`src/rtl/coin_table.sv`:
```
// coin_table: owns the 32-entry coin table of {exist, x[7:0], y[6:0]} words.
// Map 1 lives in entries 0..COINS_PER_MAP-1, and map 2 starts at MAP2_BASE.
// The table is rebuilt one entry per cycle (INIT). On request it scans the active map
// against the player box (SCAN), clears each collected coin and bumps a saturating
// score. It then reports completion (DONE).
//
// Optional build macro COIN_RESPAWN_EN: when DONE finds the active map empty, the
// table is rebuilt (INIT) instead of returning to IDLE.
//
// Ports:
//   clock, resetn      system clock, synchronous active-low reset
//   map                0 = map 1, 1 = map 2 (latched at scan start)
//   reload_req         pulse: rebuild the whole table
//   rd_addr, rd_q      drawer read port, registered, independent of the scan
//   player_x/player_y  player box top-left (latched at scan start)
//   check_req          pulse: start a collision scan
//   check_busy         high during INIT and SCAN
//   check_done         one-cycle pulse when a scan completes
//   coin_hit           one-cycle pulse per coin cleared
//   score              coins collected, saturating
//   all_collected      no coin left in the active map's range
//   draw_coin_en       high in IDLE
module coin_table #(
    parameter int unsigned COINS_PER_MAP = 10,
    parameter int unsigned MAP2_BASE     = 16,
    parameter int unsigned PLAYER_W      = 4,
    parameter int unsigned PLAYER_H      = 4,
    parameter int unsigned SCORE_W       = 8
) (
    input  logic               clock,
    input  logic               resetn,
    input  logic               map,
    input  logic               reload_req,
    input  logic [4:0]         rd_addr,
    output logic [15:0]        rd_q,
    input  logic [7:0]         player_x,
    input  logic [6:0]         player_y,
    input  logic               check_req,
    output logic               check_busy,
    output logic               check_done,
    output logic               coin_hit,
    output logic [SCORE_W-1:0] score,
    output logic               all_collected,
    output logic               draw_coin_en
);

    typedef enum logic [1:0] {StInit, StIdle, StScan, StDone} state_e;

    state_e             state_q, state_d;
    logic [15:0]        entries [32];
    logic [4:0]         init_idx_q, init_idx_d;
    logic [4:0]         scan_idx_q, scan_idx_d;
    logic               map_q, map_d;
    logic [7:0]         px_q, px_d;
    logic [6:0]         py_q, py_d;
    logic [SCORE_W-1:0] score_q;
    logic               all_q, all_d;

    logic               we;
    logic [4:0]         waddr;
    logic [15:0]        wdata;
    logic               hit;
    logic               hit_now;
    logic               done_now;
    logic               any_exist;
    logic [4:0]         base;
    logic [4:0]         last;
    logic [15:0]        cur;
    logic [8:0]         cx, cy, pxw, pyw;

    // Power-up contents of one entry.
    function automatic logic [15:0] init_word(input logic [4:0] i);
        int unsigned n;
        logic [15:0] w;
        n = 32'(i);
        w = 16'h0000;
        if (n < COINS_PER_MAP) begin
            w = {1'b1, 8'(32'd16 + 32'd12 * n), 7'd20};
        end else if (n >= MAP2_BASE && n < MAP2_BASE + COINS_PER_MAP) begin
            w = {1'b1, 8'(32'd10 + 32'd14 * (n - MAP2_BASE)), 7'd60};
        end
        return w;
    endfunction

    assign base = map_q ? 5'(MAP2_BASE) : 5'd0;
    assign last = base + 5'(COINS_PER_MAP - 1);

    // Hit test in 9 bits so the +1 / +W-1 edges cannot wrap.
    always_comb begin
        cur = entries[scan_idx_q];
        cx  = {1'b0, cur[14:7]};
        cy  = {2'b00, cur[6:0]};
        pxw = {1'b0, px_q};
        pyw = {2'b00, py_q};
        hit = cur[15]
              && (cx + 9'd1 >= pxw) && (cx <= pxw + 9'(PLAYER_W - 1))
              && (cy + 9'd1 >= pyw) && (cy <= pyw + 9'(PLAYER_H - 1));
    end

    always_comb begin
        any_exist = 1'b0;
        for (int unsigned k = 0; k < COINS_PER_MAP; k++) begin
            any_exist = any_exist | entries[base + 5'(k)][15];
        end
    end

    always_comb begin
        state_d    = state_q;
        init_idx_d = init_idx_q;
        scan_idx_d = scan_idx_q;
        map_d      = map_q;
        px_d       = px_q;
        py_d       = py_q;
        we         = 1'b0;
        waddr      = init_idx_q;
        wdata      = init_word(init_idx_q);
        hit_now    = 1'b0;
        done_now   = 1'b0;

        unique case (state_q)
            StInit: begin
                if (reload_req) begin
                    init_idx_d = '0;
                end else begin
                    we         = 1'b1;
                    init_idx_d = init_idx_q + 5'd1;
                    if (init_idx_q == 5'd31) state_d = StIdle;
                end
            end
            StIdle: begin
                if (reload_req) begin
                    state_d    = StInit;
                    init_idx_d = '0;
                end else if (check_req) begin
                    state_d    = StScan;
                    map_d      = map;
                    px_d       = player_x;
                    py_d       = player_y;
                    scan_idx_d = map ? 5'(MAP2_BASE) : 5'd0;
                end
            end
            StScan: begin
                if (reload_req) begin
                    // Abort: the current entry is neither cleared nor scored.
                    state_d    = StInit;
                    init_idx_d = '0;
                end else begin
                    if (hit) begin
                        we      = 1'b1;
                        waddr   = scan_idx_q;
                        wdata   = {1'b0, cur[14:0]};
                        hit_now = 1'b1;
                    end
                    if (scan_idx_q == last) begin
                        state_d = StDone;
                    end else begin
                        scan_idx_d = scan_idx_q + 5'd1;
                    end
                end
            end
            StDone: begin
                done_now = 1'b1;
`ifdef COIN_RESPAWN_EN
                state_d = (reload_req || !any_exist) ? StInit : StIdle;
`else
                state_d = reload_req ? StInit : StIdle;
`endif
                if (state_d == StInit) init_idx_d = '0;
            end
        endcase

        // INIT always clears the flag, so with respawn it only shows during DONE.
        all_d = all_q;
        if (state_d == StInit) begin
            all_d = 1'b0;
        end else if (state_q == StDone) begin
            all_d = !any_exist;
        end
    end

    always_ff @(posedge clock) begin
        if (!resetn) begin
            state_q    <= StInit;
            init_idx_q <= '0;
            scan_idx_q <= '0;
            map_q      <= 1'b0;
            px_q       <= '0;
            py_q       <= '0;
            score_q    <= '0;
            all_q      <= 1'b0;
            rd_q       <= '0;
        end else begin
            state_q    <= state_d;
            init_idx_q <= init_idx_d;
            scan_idx_q <= scan_idx_d;
            map_q      <= map_d;
            px_q       <= px_d;
            py_q       <= py_d;
            all_q      <= all_d;
            rd_q       <= entries[rd_addr];
            if (hit_now && score_q != '1) score_q <= score_q + SCORE_W'(1);
        end
    end

    // Table storage is not reset; INIT rebuilds every entry after reset.
    always_ff @(posedge clock) begin
        if (resetn && we) entries[waddr] <= wdata;
    end

    // Gated by resetn so a reset landing mid-scan never emits a hit or done pulse.
    assign coin_hit      = resetn && hit_now;
    assign check_done    = resetn && done_now;
    assign check_busy    = (state_q == StInit) || (state_q == StScan);
    assign draw_coin_en  = (state_q == StIdle);
    assign all_collected = (state_q == StDone) ? !any_exist : all_q;
    assign score         = score_q;

endmodule
```
`config.mk`:
```
export PLATFORM = sky130hd
export DESIGN_NAME = coin_table
export DESIGN_NICKNAME = d
export VERILOG_FILES = /design/src/rtl/coin_table.sv
export SDC_FILE = /design/constraint.sdc
export NUM_CORES = 1
export LEC_CHECK = 0
export CAP_MARGIN = 10
export CORE_UTILIZATION = 53
export DETAILED_ROUTE_END_ITERATION = 16
export DONT_BUFFER_PORTS = 1
export PLACE_DENSITY = 0.7
export SLEW_MARGIN = 0
export SYNTH_ARGS = -nofsm -noshare
export SYNTH_HDL_FRONTEND = slang
export SYNTH_SLANG_ARGS = --single-unit
```
`constraint.sdc`:
```
create_clock -name clock -period 8.3 [get_ports clock]
set_input_delay 0.83 -clock clock [delete_from_list [all_inputs] [get_ports clock]]
set_output_delay 0.83 -clock clock [all_outputs]
set_load 0.05 [all_outputs]
```
==> flow_summary.html <==
<table>
<tr><th>Metric</th><th>Value</th></tr>
<tr><th colspan="2">Synth</th></tr>
<tr><td>Flop and latch count out of synthesis</td><td>570</td></tr>
<tr><td>Dominant cells by area after synthesis</td><td>sky130_fd_sc_hd__edfxtp_1, sky130_fd_sc_hd__mux4_2, sky130_fd_sc_hd__mux2i_1</td></tr>
<tr><td>Most used DFF post-synth</td><td>sky130_fd_sc_hd__edfxtp_1</td></tr>
<tr><td>Post-Syn Area</td><td>0.0287 sq mm</td></tr>
<tr><td>Register area share after synthesis</td><td>57.5%</td></tr>
<tr><td>Cell type contributing the most total cell area after synthesis</td><td>sky130_fd_sc_hd__edfxtp_1</td></tr>
<tr><td>Number of synthesis warnings</td><td>0</td></tr>
<tr><td>Count of flip-flops with a built-in enable after synthesis</td><td>512</td></tr>
<tr><td>Number of library cell types mapped by synthesis</td><td>73</td></tr>
<tr><td>Share of async-settable or async-resettable flops after synthesis</td><td>0%</td></tr>
<tr><td>Area share of the leading cell type in the synthesized netlist</td><td>53.5%</td></tr>
<tr><td>Post-synthesis instance total</td><td>1767</td></tr>
<tr><td>Mean Syn Cell Area</td><td>16.3 sq um</td></tr>
<tr><td>Total nets after synthesis</td><td>1854</td></tr>
<tr><th colspan="2">Worst setup path</th></tr>
<tr><td>CP Cell Sequence</td><td>mux4_1 -&gt; mux4_2 -&gt; mux2i_1 -&gt; ha_1 -&gt; nor2b_1 -&gt; o21a_1 -&gt; o21a_1 -&gt; o21a_1 -&gt; o21a_1 -&gt; o41ai_1 -&gt; o311ai_2 -&gt; buf_4 -&gt; nor2_4 -&gt; buf_4 -&gt; mux2i_4</td></tr>
<tr><td>CP max stage cell</td><td>sky130_fd_sc_hd__dfxtp_4</td></tr>
<tr><td>Dominant cell type by count on the critical path</td><td>sky130_fd_sc_hd__o21a_1</td></tr>
<tr><td>Arrival time reported for the critical path endpoint</td><td>7.16 ns</td></tr>
<tr><td>Maximum fanout along the worst path</td><td>48</td></tr>
<tr><td>Reg-to-reg critical path endpoint</td><td>entries[6][0]</td></tr>
<tr><td>Worst reg2reg path depth</td><td>15</td></tr>
<tr><td>R2r setup slk</td><td>1.36 ns</td></tr>
<tr><td>Type of origin of the critical path</td><td>register</td></tr>
<tr><td>CP Data Required Time</td><td>8.52 ns</td></tr>
<tr><td>Type of the worst setup path</td><td>register to register</td></tr>
<tr><td>Crit-path max cell delay</td><td>0.92 ns</td></tr>
<tr><td>Nature of the critical path endpoint</td><td>register</td></tr>
<tr><th colspan="2">Finish</th></tr>
<tr><td>Number of fillers in the final layout</td><td>3866</td></tr>
<tr><td>Final net count</td><td>1844</td></tr>
<tr><td>Multi-input gate area</td><td>0.0119 sq mm</td></tr>
<tr><td>Sequential cell area</td><td>0.0165 sq mm</td></tr>
<tr><td>Layout area overhead</td><td>10.5%</td></tr>
<tr><td>Post-layout utilization of the core</td><td>59.8%</td></tr>
<tr><td>Share of layout cells above drive strength 1</td><td>24.6%</td></tr>
<tr><td>Diodes inserted</td><td>0</td></tr>
<tr><th colspan="2">Timing</th></tr>
<tr><td>Setup-violating endpoint count in the final report</td><td>0</td></tr>
<tr><td>Final Max Tran Viols</td><td>0</td></tr>
<tr><td>Final period utilization</td><td>83.6%</td></tr>
<tr><td>Worst slew slack as a fraction of its limit</td><td>16.4%</td></tr>
<tr><td>Hold violation count in the final report</td><td>0</td></tr>
<tr><td>Final sum of negative setup slack</td><td>0 ns</td></tr>
<tr><td>Worst Slack Setup Final</td><td>1.36 ns</td></tr>
<tr><td>Setup Skew</td><td>0.0261 ns</td></tr>
<tr><td>Time the final worst path needs with I/O delays and setup</td><td>6.94 ns</td></tr>
<tr><td>FMAX</td><td>144 MHz</td></tr>
<tr><td>Slew at the pin closest to its max-slew limit</td><td>1.25 ns</td></tr>
<tr><td>Post-route worst hold slack</td><td>0.342 ns</td></tr>
<tr><td>RSZ-0062 raised after global routing</td><td>no</td></tr>
<tr><th colspan="2">Hold path</th></tr>
<tr><td>Hold Startpoint</td><td>player_x[2]</td></tr>
<tr><td>HP Class</td><td>primary input to register</td></tr>
<tr><td>Worst Hold Depth</td><td>2</td></tr>
<tr><td>Endpoint of the worst hold path</td><td>px_q[2]</td></tr>
<tr><th colspan="2">Floorplanning</th></tr>
<tr><td>DIE WIDTH</td><td>235 um</td></tr>
<tr><td>Area of the die</td><td>0.0552 sq mm</td></tr>
<tr><td>Cell Rows</td><td>84</td></tr>
<tr><td>Number of ports placed on the die boundary</td><td>54</td></tr>
<tr><td>Effective utilization at floorplan</td><td>54.2%</td></tr>
<tr><td>Core Region</td><td>0.0531 sq mm</td></tr>
<tr><td>Vert. Die Dim</td><td>235 um</td></tr>
<tr><th colspan="2">Global route</th></tr>
<tr><td>Overall track demand over capacity in global routing</td><td>29.2%</td></tr>
<tr><td>GRT overflow</td><td>0</td></tr>
<tr><td>First-pass GRT wire length</td><td>117 mm</td></tr>
<tr><td>Maximum number of pins on one net before global-route repair</td><td>129</td></tr>
<tr><td>Via count of the first global-routing pass</td><td>17193</td></tr>
<tr><td>Initial antenna violation count</td><td>0</td></tr>
<tr><th colspan="2">Clock network</th></tr>
<tr><td>Clock transition at path regs</td><td>0.06 ns</td></tr>
<tr><td>Clock latency of the later-clocked register in the worst-skew pair</td><td>0.62 ns</td></tr>
<tr><td>CTS max path bufs</td><td>3</td></tr>
<tr><td>Maximum level of the CTS H-tree</td><td>2</td></tr>
<tr><td>TritonCTS clock tree</td><td>built</td></tr>
<tr><td>Setup fix buffers added after clock tree synthesis</td><td>0</td></tr>
<tr><td>Inserted Clock Buffers</td><td>58</td></tr>
<tr><td>Post_cts resized</td><td>0</td></tr>
<tr><td>Root Buffer</td><td>sky130_fd_sc_hd__clkbuf_16</td></tr>
<tr><td>Hold Buf Count CTS</td><td>0</td></tr>
<tr><td>Clock tree sinks</td><td>570</td></tr>
<tr><th colspan="2">Power and ir drop</th></tr>
<tr><td>IR Drop Worst-Case VDD</td><td>0.161 mV</td></tr>
<tr><td>Overall Power</td><td>6.03 mW</td></tr>
<tr><td>Cell Pwr Density</td><td>190 mW/mm^2</td></tr>
<tr><td>Leakage dissipation</td><td>9.94 nW</td></tr>
<tr><th colspan="2">Flow run</th></tr>
<tr><td>Count of max-cap constraint violations</td><td>0</td></tr>
<tr><th colspan="2">Routing</th></tr>
<tr><td>1st-iter DRT viols</td><td>2508</td></tr>
<tr><td>Post-route ant nets</td><td>0</td></tr>
<tr><td>Average wire per standard cell</td><td>31.9 um</td></tr>
<tr><td>Number of detailed-route iterations in the first pass</td><td>5</td></tr>
<tr><td>WL final</td><td>79.6 mm</td></tr>
<tr><td>Routed via count</td><td>17435</td></tr>
<tr><td>Drt via density</td><td>6.99</td></tr>
<tr><td># DRC</td><td>0</td></tr>
<tr><th colspan="2">Place</th></tr>
<tr><td>Weighted congestion reported at the end of routability-driven placement</td><td>0.895</td></tr>
<tr><td>HPWL after detailed placement</td><td>51.5 mm</td></tr>
<tr><td>Port-buffer cells</td><td>0</td></tr>
<tr><td>Worst slack at placement</td><td>1.42 ns</td></tr>
<tr><th colspan="2">Run status</th></tr>
<tr><td>Run status</td><td>finished, final reports clean</td></tr>
</table>
-- where the power goes --
| group | total (mW) | switching (mW) | leakage, nW | internal (mW) |
|---|---|---|---|---|
| registers | 3.13 | 0.0253 | 5.33 | 3.10 |
| clock network | 2.73 | 1.09 | 0.973 | 1.64 |
| logic | 0.176 | 0.0860 | 3.64 | 0.0900 |
| total | 6.03 | 1.20 | 9.94 | 4.83 |
-- cells in the final DEF, fill, tap and decap left out, types with 8 or more instances in the layout --
cell                          n
sky130_fd_sc_hd__inv_1       34
sky130_fd_sc_hd__mux2_2      11
sky130_fd_sc_hd__nand2_1    113
sky130_fd_sc_hd__a22oi_1     46
sky130_fd_sc_hd__mux4_1       8
sky130_fd_sc_hd__o21ai_0     16
sky130_fd_sc_hd__clkinv_2    13
sky130_fd_sc_hd__nand2b_1    11
sky130_fd_sc_hd__bufinv_16   10
sky130_fd_sc_hd__mux2i_1    130
sky130_fd_sc_hd__nor2_1      48
sky130_fd_sc_hd__clkbuf_1    14
sky130_fd_sc_hd__buf_4       40
sky130_fd_sc_hd__xor2_1       8
sky130_fd_sc_hd__ha_1        57
sky130_fd_sc_hd__nor3_1      19
sky130_fd_sc_hd__a21oi_1     46
sky130_fd_sc_hd__nor2b_1     15
sky130_fd_sc_hd__xnor2_1     28
sky130_fd_sc_hd__and3_1       9
sky130_fd_sc_hd__mux2i_4     32
sky130_fd_sc_hd__o21a_1       8
sky130_fd_sc_hd__a21o_1       9
sky130_fd_sc_hd__clkbuf_16   59
sky130_fd_sc_hd__edfxtp_1   512
sky130_fd_sc_hd__mux4_2     233
sky130_fd_sc_hd__o22ai_1     11
sky130_fd_sc_hd__nand4_1     29
sky130_fd_sc_hd__nand3_1     54
sky130_fd_sc_hd__dfxtp_1     55
-- layout make-up --
| class | count | share of cell area (%) |
|---|---|---|
| clock buffers | 76 | 4.95 |
| clock inverters | 33 | 1.31 |
| inverters | 36 | 0.426 |
| multi-input cells | 1048 | 37.4 |
| flip-flops and latches | 570 | 52.1 |
| well taps | 688 | 2.71 |
| repair buffers | 43 | 1.13 |
-- cells by family (layout without fill, tap and decap cells) --
group,count (synthesis),count (layout),synth area share [%]
adders and majority gates,62,62,2.83
DFF,570,570,57.5
muxes,415,415,25.1
AOI/OAI and AO/OA,180,180,4.38
and+or+nand+nor,355,355,6.26
xor gates and xnor gates,36,36,1.10
buffers and inverters,149,188,2.81
-- layer usage --
layer	up-vias	GRT usage [%]	share of wire [%]
met3	167	5.57	9.9
met4	0	12.2	4.1
met1	9016	40.6	39
li1	7190	-	-
met5	-	0	0
met2	1062	45.5	47
-- flip-flops by register name, summed over array words and instances (netlist names), named ones only --
name        count
py_q            7
init_idx_q      5
all_q           1
rd_q           16
state_q         2
entries       512
scan_idx_q      5
map_q           1
score           8
px_q            8
-- synth_stat cells (5+ instances only) --
library cell               count
sky130_fd_sc_hd__clkbuf_1     48
sky130_fd_sc_hd__and2_1        7
sky130_fd_sc_hd__dfxtp_1      58
sky130_fd_sc_hd__mux4_1        8
sky130_fd_sc_hd__mux4_2      233
sky130_fd_sc_hd__a22oi_1      46
sky130_fd_sc_hd__nor2_1       48
sky130_fd_sc_hd__xnor2_1      28
sky130_fd_sc_hd__inv_1        34
sky130_fd_sc_hd__o21ai_0      17
sky130_fd_sc_hd__edfxtp_1    512
sky130_fd_sc_hd__o21a_1        8
sky130_fd_sc_hd__nor2b_1      15
sky130_fd_sc_hd__nand4_1      29
sky130_fd_sc_hd__ha_1         57
sky130_fd_sc_hd__nand2_1     113
sky130_fd_sc_hd__nand3b_1      7
sky130_fd_sc_hd__fa_1          5
sky130_fd_sc_hd__and3_1        9
sky130_fd_sc_hd__nand3_1      54
sky130_fd_sc_hd__a21oi_1      46
sky130_fd_sc_hd__mux2_2       11
sky130_fd_sc_hd__o22ai_1      11
sky130_fd_sc_hd__o31ai_1       5
sky130_fd_sc_hd__a21o_1        9
sky130_fd_sc_hd__nor3_1       26
sky130_fd_sc_hd__or2_2         5
sky130_fd_sc_hd__buf_2        12
sky130_fd_sc_hd__buf_4        17
sky130_fd_sc_hd__nor3b_1       5
sky130_fd_sc_hd__buf_6        18
sky130_fd_sc_hd__mux2i_1     163
sky130_fd_sc_hd__xor2_1        8
sky130_fd_sc_hd__buf_1        15
sky130_fd_sc_hd__nand2b_1     11
-- per-stage QoR --
stage                     cell area [sq um]  instances
after floorplan                       28700       1767
after detailed placement              29800       2385
final                                 31700       2494
after global placement                29800       2385
after global routing                  31700       2494
after CTS                             31700       2494
-- worst max-delay path by stage --
stage,start,to,depth (start not counted)
floorplan,register,entries[0][4],20
global placement,register,entries[6][10],15
detailed placement,register,entries[6][10],15
CTS,register,entries[6][4],15
global route,register,entries[6][0],15
finish,register,entries[6][0],15
-- critical path, delay by kind of cell (launching register included) --
family          cells  cell delay, ns
mux                 4            2.66
compound gates      6            1.28
flops               1            0.92
simple gates        2            0.69
buf+inv             2            0.62
fa+ha+maj           1            0.26
Power figures use the tool's default switching activity.
